$ cat src/rtl/agen_sched.sv
// AGEN unit sequencer: converts one-hot issue vectors to qids, runs each unit through a fixed
// latency with an optional TLB-miss wait, and returns done qids. AGEN_PERF_CNT_EN adds perf counters.
module agen_sched #(
  parameter int IQ_ENTRIES = 8,
  parameter int QIDW       = 3,
  parameter int AGEN_LAT   = 2,
  parameter int NUM_AGEN   = 2
) (
  input  logic                  clk,
  input  logic                  rst,
  input  logic                  ce,
  input  logic [IQ_ENTRIES-1:0] issue0,
  input  logic [IQ_ENTRIES-1:0] issue1,
  input  logic                  flush,
  input  logic [NUM_AGEN-1:0]   tlb_miss,
  input  logic                  tlb_ready,
  output logic                  agen0_idle,
  output logic                  agen1_idle,
  output logic [NUM_AGEN-1:0]   done_v,
  output logic [QIDW-1:0]       done_qid0,
  output logic [QIDW-1:0]       done_qid1,
  output logic                  issue_err
`ifdef AGEN_PERF_CNT_EN
  ,
  output logic [31:0]           busy_cyc0,
  output logic [31:0]           busy_cyc1,
  output logic [31:0]           tlbw_cyc
`endif
);

  typedef enum logic [1:0] {S_IDLE, S_BUSY, S_TLBW} state_t;

  localparam logic [3:0] CNT_INIT = 4'(AGEN_LAT - 1);
  localparam logic [1:0] UNIT_EN  = (NUM_AGEN > 1) ? 2'b11 : 2'b01;

  state_t                r_state [2];
  state_t                w_state_nx [2];
  logic [3:0]            r_cnt [2];
  logic [3:0]            w_cnt_nx [2];
  logic [QIDW-1:0]       r_qid [2];
  logic [QIDW-1:0]       w_qid_nx [2];
  logic [QIDW-1:0]       r_dqid [2];
  logic                  r_rel [2];
  logic                  w_rel_nx [2];
  logic [IQ_ENTRIES-1:0] w_issue [2];
  logic [QIDW-1:0]       w_low [2];
  logic [1:0]            w_done;
  logic [1:0]            w_idle;
  logic [1:0]            w_busy_iss;
  logic [1:0]            w_miss;
  logic                  r_err;

  assign w_issue[0] = issue0;
  assign w_issue[1] = UNIT_EN[1] ? issue1 : '0;
  assign w_miss     = 2'(tlb_miss);

  always_comb begin
    for (int unsigned u = 0; u < 2; u++) begin
      w_low[u] = '0;
      for (int unsigned i = IQ_ENTRIES; i > 0; i--) begin
        if (w_issue[u][i-1]) w_low[u] = QIDW'(i - 1);
      end
    end
  end

  // Idle is derived from the next state before accept, so a unit finishing this cycle
  // can take a new issue on the same edge.
  always_comb begin
    for (int unsigned u = 0; u < 2; u++) begin
      w_state_nx[u] = r_state[u];
      w_cnt_nx[u]   = r_cnt[u];
      w_qid_nx[u]   = r_qid[u];
      w_rel_nx[u]   = r_rel[u];
      w_done[u]     = 1'b0;
      w_busy_iss[u] = 1'b0;
      case (r_state[u])
        S_BUSY: begin
          if (r_cnt[u] == '0) begin
            if (w_miss[u]) begin
              w_state_nx[u] = S_TLBW;
            end else begin
              w_done[u]     = 1'b1;
              w_state_nx[u] = S_IDLE;
            end
          end else begin
            w_cnt_nx[u] = r_cnt[u] - 4'd1;
          end
        end
        S_TLBW: begin
          if (r_rel[u]) begin
            w_done[u]     = 1'b1;
            w_state_nx[u] = S_IDLE;
            w_rel_nx[u]   = 1'b0;
          end else if (tlb_ready) begin
            w_rel_nx[u] = 1'b1;
          end
        end
        default: ;
      endcase
      if (flush) begin
        w_state_nx[u] = S_IDLE;
        w_rel_nx[u]   = 1'b0;
        w_done[u]     = 1'b0;
      end
      w_idle[u] = UNIT_EN[u] && (w_state_nx[u] == S_IDLE);
      if (w_issue[u] != '0) begin
        if (!w_idle[u]) begin
          w_busy_iss[u] = 1'b1;
        end else if (!flush) begin
          w_state_nx[u] = S_BUSY;
          w_cnt_nx[u]   = CNT_INIT;
          w_qid_nx[u]   = w_low[u];
          w_rel_nx[u]   = 1'b0;
        end
      end
    end
  end

  always_ff @(posedge clk) begin
    if (rst) begin
      for (int unsigned u = 0; u < 2; u++) begin
        r_state[u] <= S_IDLE;
        r_cnt[u]   <= '0;
        r_qid[u]   <= '0;
        r_dqid[u]  <= '0;
        r_rel[u]   <= 1'b0;
      end
      r_err <= 1'b0;
    end else if (ce) begin
      for (int unsigned u = 0; u < 2; u++) begin
        r_state[u] <= w_state_nx[u];
        r_cnt[u]   <= w_cnt_nx[u];
        r_qid[u]   <= w_qid_nx[u];
        r_rel[u]   <= w_rel_nx[u];
        if (w_done[u]) r_dqid[u] <= r_qid[u];
      end
      r_err <= r_err | (|w_busy_iss);
    end
  end

  assign agen0_idle = w_idle[0];
  assign agen1_idle = w_idle[1];
  assign done_v     = w_done[NUM_AGEN-1:0];
  assign done_qid0  = w_done[0] ? r_qid[0] : r_dqid[0];
  assign done_qid1  = w_done[1] ? r_qid[1] : r_dqid[1];
  assign issue_err  = r_err;

`ifdef AGEN_PERF_CNT_EN
  logic [31:0] r_busy_cyc [2];
  logic [31:0] r_tlbw_cyc;

  always_ff @(posedge clk) begin
    if (rst) begin
      r_busy_cyc[0] <= '0;
      r_busy_cyc[1] <= '0;
      r_tlbw_cyc    <= '0;
    end else if (ce) begin
      for (int unsigned u = 0; u < 2; u++) begin
        if (r_state[u] != S_IDLE) r_busy_cyc[u] <= r_busy_cyc[u] + 32'd1;
      end
      if (r_state[0] == S_TLBW || r_state[1] == S_TLBW) r_tlbw_cyc <= r_tlbw_cyc + 32'd1;
    end
  end

  assign busy_cyc0 = r_busy_cyc[0];
  assign busy_cyc1 = r_busy_cyc[1];
  assign tlbw_cyc  = r_tlbw_cyc;
`endif

endmodule

$ cat config.mk
export PLATFORM = sky130hd
export DESIGN_NAME = agen_sched
export DESIGN_NICKNAME = d
export VERILOG_FILES = /design/src/rtl/agen_sched.sv
export SDC_FILE = /design/constraint.sdc
export NUM_CORES = 1
export LEC_CHECK = 0
export CORE_ASPECT_RATIO = 0.8
export CORE_MARGIN = 2
export CORE_UTILIZATION = 25
export DETAILED_ROUTE_END_ITERATION = 8
export DONT_BUFFER_PORTS = 1
export PLACE_DENSITY = 0.48
export SKIP_CTS_REPAIR_TIMING = 1
export SYNTH_ARGS = -nofsm -noshare
export SYNTH_HDL_FRONTEND = slang
export SYNTH_SLANG_ARGS = --single-unit
$ cat constraint.sdc
create_clock -name clk -period 2.41 [get_ports clk]
set_clock_uncertainty 0.15 [all_clocks]
set_input_delay 0.482 -clock clk [delete_from_list [all_inputs] [get_ports clk]]
set_output_delay 0.482 -clock clk [all_outputs]
set_load 0.05 [all_outputs]
# == Word-level counts from Yosys, hierarchy flattened ==
# Memory sizes are Yosys's and may differ from the RTL's.
# Cells that the tools add are included.
# W data, S select, Z words.
# totals
output_inout_bits,11
mem_count,5
wordCells,130
regBits,1
inputBits,23
ram_bits,26
# memory_table
name,words,width,rd,rd_clocked_by_memory_dff,write_ports,line_no,source
r_cnt,2,4,2,0,2,38,logic [3:0] r_cnt [2];
r_dqid,2,3,2,0,2,42,logic [QIDW-1:0] r_dqid [2];
r_qid,2,3,2,0,2,40,logic [QIDW-1:0] r_qid [2];
r_state,2,2,2,0,2,36,state_t r_state [2];
r_rel,2,1,2,0,2,43,logic r_rel [2];
# op_classes
reduce_logical,7
mux,100
addsub,2
eq_ne,4
n_bitwise,11
# ops
cell,n
$mux W3,28
$mux W4,12
$mux W1,40
$mux W2,16
$reduce_bool A8 Y1,2
$or A1 B1 Y1,11
$logic_not A4 Y1,2
$pmux W2 S2,2
$sub A4 B1 Y4 const B,2
$eq A2 B1 Y1 const B,2
$eq A2 B2 Y1 const B,2
$logic_not A2 Y1,2
$pmux W1 S2,2
$reduce_or A2 Y1,1

# == Logic depth before layout (Yosys ltp) ==
# Gate-level depths: netlist of run 1.
# depth
word_depth,12
ltp_mapped,8
mapped_depth_nobuf,8

# == Least setup slack after synthesis of run 1 ==
# Ideal clock, no wire load.
# synth_path
path_kind,reg2out
startpoint,mem r_cnt[0][0]
endpoint,out done_qid0[0]
stages_incl_launch_ff,8
arrival_time_ps,2420
n_path_buf,1
path_slack_ps,-642
cell_sequence,edfxtp_1 inv_1 ha_1 or3b_1 clkbuf_1 o31a_1 nor3_4 mux2_2
# synth_rtl
item,line_no,source
from (decl),38,
to (decl),20,"output logic [QIDW-1:0] done_qid0,"

==> flow_summary.html, run 1 <==
<table>
<tr><th>Metric</th><th>Value</th></tr>
<tr><th colspan="2">Clock network</th></tr>
<tr><td>Post-CTS clock slew at the launch and capture registers of the worst setup and hold paths</td><td>0.10 ns</td></tr>
<tr><td>Clock root buffer</td><td>sky130_fd_sc_hd__clkbuf_8</td></tr>
<tr><td>Clock tree from TritonCTS</td><td>yes</td></tr>
<tr><td>Number of CTS-inserted buffers</td><td>3</td></tr>
<tr><td>Num Clock Sinks</td><td>27</td></tr>
<tr><td>Clock insertion delay at the later pin of the skew report</td><td>0.28 ns</td></tr>
<tr><td>Largest buffer count on any clock path</td><td>2</td></tr>
<tr><td>Total number of H-tree levels</td><td>1</td></tr>
<tr><th colspan="2">Timing</th></tr>
<tr><td>Unrepaired setup endpoints after global routing</td><td>true</td></tr>
<tr><td>Number of endpoints with negative hold slack in the final report</td><td>0</td></tr>
<tr><td>Highest clock rate</td><td>0.343 GHz</td></tr>
<tr><td>Slew Limit Fails</td><td>0</td></tr>
<tr><td>Setup-violating endpoint count in the final report</td><td>26</td></tr>
<tr><td>Post-route clock period utilization</td><td>121%</td></tr>
<tr><td>Worst relative slew slack</td><td>65.5%</td></tr>
<tr><td>Transition time at the pin with the least slew margin</td><td>0.512 ns</td></tr>
<tr><td>Min cycle time layout</td><td>2.92 ns</td></tr>
<tr><td>Post-Route Setup TNS</td><td>-7.00 ns</td></tr>
<tr><td>Post-layout worst setup margin</td><td>-0.505 ns</td></tr>
<tr><th colspan="2">Die</th></tr>
<tr><td>Core region area</td><td>0.00686 mm2</td></tr>
<tr><td>Width of the chip</td><td>98.1 um</td></tr>
<tr><td># rows</td><td>27</td></tr>
<tr><td>Height of the die</td><td>79.3 um</td></tr>
<tr><td>Initial core utilization</td><td>25.8%</td></tr>
<tr><td>Ports placed on the boundary</td><td>34</td></tr>
<tr><td>Die Outline Area</td><td>0.00778 mm2</td></tr>
<tr><th colspan="2">Synthesis</th></tr>
<tr><td>Synthesized Nets</td><td>213</td></tr>
<tr><td>Main flop type after synthesis</td><td>sky130_fd_sc_hd__edfxtp_1</td></tr>
<tr><td>Count of distinct cell types in the synthesized netlist</td><td>44</td></tr>
<tr><td>Top cell type's share of synthesized area</td><td>44.1%</td></tr>
<tr><td>Post-Synthesis Cell Area</td><td>0.00177 mm2</td></tr>
<tr><td>Number of enable-type register cells in the synthesized netlist</td><td>26</td></tr>
<tr><td>Synth area leader</td><td>sky130_fd_sc_hd__edfxtp_1</td></tr>
<tr><td>Share of synthesized registers carrying an async set or reset</td><td>0%</td></tr>
<tr><td>Most numerous cell in the Yosys netlist</td><td>sky130_fd_sc_hd__edfxtp_1</td></tr>
<tr><td>Synth top area cells</td><td>sky130_fd_sc_hd__edfxtp_1 (44%), sky130_fd_sc_hd__ha_1 (4.2%), sky130_fd_sc_hd__nor3_1 (4.2%), sky130_fd_sc_hd__a21oi_1 (4.0%), sky130_fd_sc_hd__inv_1 (3.6%)</td></tr>
<tr><td>Average cell area after synthesis</td><td>9.62 um2</td></tr>
<tr><td>Yosys Warn Count</td><td>0</td></tr>
<tr><td>Post-synthesis cell count</td><td>184</td></tr>
<tr><td>Flop and latch count out of synthesis</td><td>27</td></tr>
<tr><td>Commonest cells post-synth</td><td>sky130_fd_sc_hd__edfxtp_1 (26), sky130_fd_sc_hd__inv_1 (17), sky130_fd_sc_hd__nand2_1 (17)</td></tr>
<tr><td>Sequential fraction of the synthesis area</td><td>45.2%</td></tr>
<tr><th colspan="2">Global routing</th></tr>
<tr><td>Largest net degree at the start of global routing</td><td>16</td></tr>
<tr><td>Number of global-route vias before repair</td><td>1,416</td></tr>
<tr><td>Total gr overflow</td><td>0</td></tr>
<tr><td>Antenna violations before repair</td><td>0</td></tr>
<tr><td>Total GRT Usage</td><td>11.5%</td></tr>
<tr><td>Global-route wire length before repair</td><td>7.07 mm</td></tr>
<tr><th colspan="2">Cells and area</th></tr>
<tr><td>Final Net Count</td><td>256</td></tr>
<tr><td>Share of post-route cells with drive strength above 1</td><td>37.6%</td></tr>
<tr><td>Final core utilization</td><td>36.6%</td></tr>
<tr><td>Non-filler instance count after layout</td><td>313</td></tr>
<tr><td>Area growth from synthesis to layout</td><td>41.7%</td></tr>
<tr><td>Antenna diode instance count</td><td>0</td></tr>
<tr><th colspan="2">Detailed routing</th></tr>
<tr><td>Final routed DRC violation total</td><td>0</td></tr>
<tr><td>Total routed wirelength</td><td>4.58 mm</td></tr>
<tr><td>Wire per inst</td><td>14.6 um</td></tr>
<tr><td>Remaining number of nets flagged by the antenna check after routing</td><td>0</td></tr>
<tr><td>Vias</td><td>1,508</td></tr>
<tr><td>Vias/cell</td><td>4.82</td></tr>
<tr><td>Number of DRC markers in iteration 0</td><td>55</td></tr>
<tr><td>Initial DRT Pass Iterations</td><td>5</td></tr>
<tr><th colspan="2">Critical path</th></tr>
<tr><td>Cell mode on critical path</td><td>sky130_fd_sc_hd__nand2_8</td></tr>
<tr><td>FF-to-FF setup slack</td><td>-0.22 ns</td></tr>
<tr><td>Startpoint of the worst setup timing path</td><td>r_cnt[0][4]</td></tr>
<tr><td>Sequence of cells on the critical path</td><td>inv_2, ha_4, or4b_4, o2bb2a_4, or3_4, clkinv_8, nand2_8, nand2_8</td></tr>
<tr><td>Category of cells accounting for the largest share of critical-path delay</td><td>simple AND/OR/NAND/NOR gates</td></tr>
<tr><td>FF-to-FF Start</td><td>r_cnt[0][4]</td></tr>
<tr><td>Worst setup path endpoint</td><td>done_qid1[2]</td></tr>
<tr><td>Standard cell with the maximum stage delay on the critical path</td><td>sky130_fd_sc_hd__or4b_4</td></tr>
<tr><td>Startpoint kind of the worst setup timing path</td><td>register</td></tr>
<tr><td>Combined buffer and inverter count along the critical path</td><td>2</td></tr>
<tr><td>Required time reported for the critical path endpoint</td><td>1.78 ns</td></tr>
<tr><td>Instance count on the critical path</td><td>8</td></tr>
<tr><td>Largest stage delay on the critical path</td><td>0.47 ns</td></tr>
<tr><td>Setup crit end kind</td><td>primary output</td></tr>
<tr><td>Capturing point of the worst reg2reg path</td><td>r_dqid[0][0]</td></tr>
<tr><td>Max Fanout on Critical Path</td><td>5</td></tr>
<tr><td>Path type of the worst setup path</td><td>register to primary output</td></tr>
<tr><td>Worst r2r path cells</td><td>10</td></tr>
<tr><td>Worst path arrival time</td><td>2.28 ns</td></tr>
<tr><th colspan="2">Power</th></tr>
<tr><td>Largest voltage drop on the vdd net</td><td>207 uV</td></tr>
<tr><td>Power Dens Cells</td><td>467 mW/mm2</td></tr>
<tr><td>Overall power after layout</td><td>0.00117 W</td></tr>
<tr><td>Cell leakage power</td><td>0.953 nW</td></tr>
<tr><th colspan="2">Status</th></tr>
<tr><td>Outcome</td><td>finished with violations</td></tr>
<tr><td>Failing checks</td><td>negative setup slack</td></tr>
<tr><th colspan="2">Place</th></tr>
<tr><td>Post-placement setup slack</td><td>-0.245 ns</td></tr>
<tr><td>Total of buffers placed on input and output ports</td><td>0</td></tr>
<tr><td>Final weighted congestion of routability-driven global placement</td><td>0.778</td></tr>
<tr><td>HPWL after detailed placement</td><td>3.50 mm</td></tr>
<tr><td>Dpl cells</td><td>302</td></tr>
<tr><th colspan="2">Hold path</th></tr>
<tr><td>Min-Delay Path Class</td><td>input pin to register</td></tr>
<tr><th colspan="2">Run</th></tr>
<tr><td>Max-cap violations</td><td>0</td></tr>
</table>
## per-stage QoR
step	cell area [um2]	hold WS, ns
floorplan	1910	0.375
global placement	2290	0.401
detailed placement	2290	0.409
CTS	2340	0.225
global route	2510	0.215
finish	2510	0.230
## worst min path at each step
stage                      from            to  slack [ns]  depth (start not counted)
floorplan           r_qid[0][0]  r_dqid[0][0]        0.37                          1
global placement    r_qid[0][0]  r_dqid[0][0]        0.40                          1
detailed placement  r_qid[0][1]  r_dqid[0][1]        0.41                          1
CTS                   issue1[3]   r_qid[0][5]        0.22                          1
global route          issue1[3]   r_qid[0][5]        0.21                          1
finish                issue1[3]   r_qid[0][5]        0.23                          1
## per-layer routing
metal,vias up,routed length [um],track usage (%)
met5,-,0,0
met4,0,21,1.25
met3,4,270,3.61
met2,33,2060,18.2
met1,719,2230,15.9
li1,752,-,-
## layout make-up
| type | instances | area, um2 |
|---|---|---|
| inverter | 18 | 80.1 |
| tap | 87 | 109 |
| clock buffer | 3 | 41.3 |
| fill | 699 | 4350 |
| multi-input combinational | 137 | 1100 |
| sequential | 27 | 801 |
| timing repair buffer | 40 | 372 |
| clock inverter | 1 | 5.00 |
## state kept, by name (all words and copies together), names as in the netlist
name       flops
r_dqid         6
r_state        4
r_rel          2
issue_err      1
r_qid          6
r_cnt          8
## cells by family (layout without fill, tap and decap cells)
kind of cell / Yosys count / after routing / synth area share (%)
AOI/OAI and AO/OA: 40 / 40 / 15.8
xor gates and xnor gates: 4 / 4 / 1.98
adders and majority gates: 6 / 6 / 4.24
buffers and inverters: 20 / 62 / 4.52
DFF: 27 / 27 / 45.2
muxes: 3 / 3 / 1.91
and+or+nand+nor: 84 / 84 / 26.3
## layout by cell type (no fill, tap or decap), types with 4 or more instances in the layout
cell type | netlist | routed
sky130_fd_sc_hd__a21oi_1 | 14 | 14
sky130_fd_sc_hd__and2_1 | 7 | 6
sky130_fd_sc_hd__buf_4 | 0 | 29
sky130_fd_sc_hd__buf_6 | 0 | 7
sky130_fd_sc_hd__edfxtp_1 | 26 | 26
sky130_fd_sc_hd__ha_1 | 6 | 4
sky130_fd_sc_hd__inv_1 | 17 | 12
sky130_fd_sc_hd__inv_2 | 0 | 5
sky130_fd_sc_hd__nand2_1 | 17 | 8
sky130_fd_sc_hd__nand2_8 | 0 | 6
sky130_fd_sc_hd__nand3_1 | 4 | 4
sky130_fd_sc_hd__nor2_1 | 13 | 12
sky130_fd_sc_hd__nor2b_1 | 7 | 7
sky130_fd_sc_hd__nor3_1 | 15 | 10
sky130_fd_sc_hd__nor3_2 | 0 | 4
sky130_fd_sc_hd__nor4_1 | 4 | 4
sky130_fd_sc_hd__o21ai_0 | 8 | 7
## power by group
part	switching, W	total (W)	internal (W)
Combinational	0.000169	0.000330	0.000161
Clock	0.000152	0.000268	0.000116
Sequential	0.0000287	0.000574	0.000546
Total	0.000350	0.00117	0.000823
Note: power is estimated with default switching activity, not from simulation.
==> run 2, diff against run 1 <==
Settings changed: GPL_TIMING_DRIVEN set to 1.
==> results of run 2 <==
Same layout as run 1: the final DEF is identical, and so are final timing and power.
==> run 3, diff against run 2 <==
Settings changed: CORE_UTILIZATION 25 to 57, PLACE_DENSITY 0.48 to 0.71, SKIP_LAST_GASP set to 1.
==> run 3 against run 2 <==
Net effect: the run still ends with negative setup slack left; combinational power grew 4%; fmax shrank 0.81%; routed wire length down 0.22%; via count increased by 3.6%; critical path type unchanged; largest cell class unchanged.
==> flow_summary.html, run 3 (synthesis results as in run 1) <==
<table>
<tr><th>Metric</th><th>Value</th></tr>
<tr><th colspan="2">Clock network</th></tr>
<tr><td>Clock insertion delay at the later pin of the skew report</td><td>0.28 ns (about the same)</td></tr>
<tr><td>Clock tree from TritonCTS</td><td>yes</td></tr>
<tr><td>Num Clock Sinks</td><td>27 (unchanged)</td></tr>
<tr><td>Post-CTS clock slew at the launch and capture registers of the worst setup and hold paths</td><td>0.09 ns (about the same)</td></tr>
<tr><td>Total number of H-tree levels</td><td>1 (unchanged)</td></tr>
<tr><td>Clock root buffer</td><td>sky130_fd_sc_hd__clkbuf_8</td></tr>
<tr><td>Largest buffer count on any clock path</td><td>2 (unchanged)</td></tr>
<tr><td>Number of CTS-inserted buffers</td><td>3 (unchanged)</td></tr>
<tr><th colspan="2">Die</th></tr>
<tr><td># rows</td><td>18 (-33%)</td></tr>
<tr><td>Ports placed on the boundary</td><td>34 (unchanged)</td></tr>
<tr><td>Height of the die</td><td>53.9 um (-32%)</td></tr>
<tr><td>Initial core utilization</td><td>58.7% (+33 points)</td></tr>
<tr><td>Width of the chip</td><td>66.3 um (-32%)</td></tr>
<tr><td>Die Outline Area</td><td>0.00357 mm2 (-54%)</td></tr>
<tr><td>Core region area</td><td>0.00302 mm2 (-56%)</td></tr>
<tr><th colspan="2">Place</th></tr>
<tr><td>Placed Instance Area</td><td>0.00220 mm2 (-4.2%)</td></tr>
<tr><td>Dpl cells</td><td>250 (-17%)</td></tr>
<tr><td>HPWL after detailed placement</td><td>3.22 mm (-8.0%)</td></tr>
<tr><td>Total of buffers placed on input and output ports</td><td>0 (unchanged)</td></tr>
<tr><td>Post-placement setup slack</td><td>-0.256 ns (-0.0110 ns)</td></tr>
<tr><td>Final weighted congestion of routability-driven global placement</td><td>0.922 (+19%)</td></tr>
<tr><th colspan="2">Timing</th></tr>
<tr><td>Worst relative slew slack</td><td>31.0% (-35 points)</td></tr>
<tr><td>Highest clock rate</td><td>0.340 GHz (-0.81%)</td></tr>
<tr><td>Slew Limit Fails</td><td>0 (unchanged)</td></tr>
<tr><td>Transition time at the pin with the least slew margin</td><td>1.03 ns (+0.514 ns)</td></tr>
<tr><td>Min cycle time layout</td><td>2.94 ns (+0.0237 ns)</td></tr>
<tr><td>Number of endpoints with negative hold slack in the final report</td><td>0 (unchanged)</td></tr>
<tr><td>Post-Route Setup TNS</td><td>-6.45 ns (+0.549 ns)</td></tr>
<tr><td>Post-route clock period utilization</td><td>122% (+0.98 points)</td></tr>
<tr><td>Post-layout worst setup margin</td><td>-0.529 ns (-0.0237 ns)</td></tr>
<tr><td>Setup-violating endpoint count in the final report</td><td>27 (+3.8%)</td></tr>
<tr><td>Unrepaired setup endpoints after global routing</td><td>true</td></tr>
<tr><th colspan="2">Global routing</th></tr>
<tr><td>Global-route wire length before repair</td><td>6.45 mm (-8.7%)</td></tr>
<tr><td>Total gr overflow</td><td>0 (unchanged)</td></tr>
<tr><td>Largest net degree at the start of global routing</td><td>15 (-1)</td></tr>
<tr><td>Antenna violations before repair</td><td>0 (unchanged)</td></tr>
<tr><td>Number of global-route vias before repair</td><td>1,481 (+4.6%)</td></tr>
<tr><td>Total GRT Usage</td><td>24.9% (+13 points)</td></tr>
<tr><th colspan="2">Cells and area</th></tr>
<tr><td>Leading cell type in the layout, fill and taps excluded</td><td>sky130_fd_sc_hd__buf_4</td></tr>
<tr><td>Largest register FFs</td><td>8 (unchanged)</td></tr>
<tr><td>Final Net Count</td><td>253 (-1.2%)</td></tr>
<tr><td>Commonest non-fill, non-tap cells in the layout</td><td>sky130_fd_sc_hd__buf_4 (29), sky130_fd_sc_hd__edfxtp_1 (26), sky130_fd_sc_hd__a21oi_1 (14)</td></tr>
<tr><td>Largest regs</td><td>r_cnt: 8 flops, r_dqid: 6 flops, r_qid: 6 flops</td></tr>
<tr><td>Share of post-route cells with drive strength above 1</td><td>38.6% (+0.95 points)</td></tr>
<tr><td>Area growth from synthesis to layout</td><td>39.6%</td></tr>
<tr><td>Final core utilization</td><td>81.9% (+45 points)</td></tr>
<tr><td>Non-filler instance count after layout</td><td>263 (-16%)</td></tr>
<tr><td>Final cell area excluding filler cells</td><td>0.00247 mm2 (-1.5%)</td></tr>
<tr><td>Antenna diode instance count</td><td>0 (unchanged)</td></tr>
<tr><td>Register ranked first by flip-flop count</td><td>r_cnt</td></tr>
<tr><th colspan="2">Critical path</th></tr>
<tr><td>Startpoint of the worst setup timing path</td><td>r_cnt[0][0]</td></tr>
<tr><td>Standard cell with the maximum stage delay on the critical path</td><td>sky130_fd_sc_hd__mux2_4</td></tr>
<tr><td>FF-to-FF setup slack</td><td>-0.27 ns (-0.05 ns)</td></tr>
<tr><td>Combined buffer and inverter count along the critical path</td><td>1 (-1)</td></tr>
<tr><td>Required time reported for the critical path endpoint</td><td>1.78 ns (about the same)</td></tr>
<tr><td>Sequence of cells on the critical path</td><td>inv_2, ha_4, or3b_4, o31a_1, nor3_4, mux2_4</td></tr>
<tr><td>Max Fanout on Critical Path</td><td>5 (unchanged)</td></tr>
<tr><td>Startpoint kind of the worst setup timing path</td><td>register</td></tr>
<tr><td>FF-to-FF Start</td><td>r_cnt[0][0]</td></tr>
<tr><td>Category of cells accounting for the largest share of critical-path delay</td><td>simple AND/OR/NAND/NOR gates</td></tr>
<tr><td>Largest stage delay on the critical path</td><td>0.42 ns (-0.05 ns)</td></tr>
<tr><td>Path type of the worst setup path</td><td>register to primary output</td></tr>
<tr><td>Setup crit end kind</td><td>primary output</td></tr>
<tr><td>Worst path arrival time</td><td>2.31 ns (+0.03 ns)</td></tr>
<tr><th colspan="2">Detailed routing</th></tr>
<tr><td>Remaining number of nets flagged by the antenna check after routing</td><td>0 (unchanged)</td></tr>
<tr><td>Wire per inst</td><td>17.4 um (+19%)</td></tr>
<tr><td>Vias/cell</td><td>5.94 (+23%)</td></tr>
<tr><td>Vias</td><td>1,562 (+3.6%)</td></tr>
<tr><td>Final routed DRC violation total</td><td>0 (unchanged)</td></tr>
<tr><td>Number of DRC markers in iteration 0</td><td>117 (+110%)</td></tr>
<tr><td>Total routed wirelength</td><td>4.57 mm (-0.22%)</td></tr>
<tr><td>Initial DRT Pass Iterations</td><td>4 (-1)</td></tr>
<tr><th colspan="2">Run</th></tr>
<tr><td>Max-cap violations</td><td>0 (unchanged)</td></tr>
<tr><th colspan="2">Power</th></tr>
<tr><td>Power Dens Cells</td><td>479 mW/mm2 (+2.5%)</td></tr>
<tr><td>Cell leakage power</td><td>0.932 nW (-2.3%)</td></tr>
<tr><td>Largest voltage drop on the vdd net</td><td>559 uV (+170%)</td></tr>
<tr><th colspan="2">Status</th></tr>
<tr><td>Failing checks</td><td>negative setup slack</td></tr>
<tr><td>Outcome</td><td>finished with violations</td></tr>
<tr><th colspan="2">Hold path</th></tr>
<tr><td>Min-Delay Path Class</td><td>input pin to register</td></tr>
<tr><td>Launch instance of the worst min-delay path</td><td>issue0[0]</td></tr>
</table>
## run 3: layout make-up
class | count | area, um2
multi-input combinational | 137 | 1160
sequential | 27 | 801
fill | 177 | 547
timing repair buffer | 37 | 334
inverter | 18 | 80.1
tap | 40 | 50.0
clock buffer | 4 | 45.0
## run 3: worst reg2reg max path: stages (launching register included)
cell and delay, ns:
sky130_fd_sc_hd__edfxtp_1 0.41, sky130_fd_sc_hd__inv_2 0.10, sky130_fd_sc_hd__ha_4 0.12, sky130_fd_sc_hd__or3b_4 0.37, sky130_fd_sc_hd__buf_4 0.14, sky130_fd_sc_hd__buf_6 0.12
sky130_fd_sc_hd__buf_4 0.14, sky130_fd_sc_hd__nand3_4 0.08, sky130_fd_sc_hd__o221ai_4 0.13, sky130_fd_sc_hd__buf_6 0.15, sky130_fd_sc_hd__buf_4 0.13, sky130_fd_sc_hd__nor3_2 0.17
sky130_fd_sc_hd__buf_4 0.16, sky130_fd_sc_hd__nor3_2 0.04
## run 3: through the flow
step / hold slack [ns] / total power [W]
after global placement: 0.396 / 0.000842
after floorplan: 0.375 / 0.000759
after CTS: 0.239 / 0.00111
final: 0.237 / 0.00118
after detailed placement: 0.394 / 0.000854
after global routing: 0.228 / 0.00123
## run 3: path summary, 6_finish.rpt
kind                  end  cells past startpoint
max          done_qid0[1]                      6
min           r_qid[0][0]                      1
max reg2reg   r_cnt[0][2]                     13
min reg2reg  r_dqid[0][0]                      1
## run 3: per-layer routing
metal	share of wire (%)	GRT usage, %	vias to the layer above	wire [um]
met5	0	0	-	0
met4	1.6	10.2	0	72
met3	6.3	5.44	8	288
met2	52	46.2	73	2370
met1	40	28.3	735	1840
li1	-	-	746	-
## run 3: power by group
group | switching, W | total [W] | internal (W)
clock network | 0.000144 | 0.000263 | 0.000119
logic | 0.000178 | 0.000344 | 0.000166
registers | 0.0000310 | 0.000577 | 0.000546
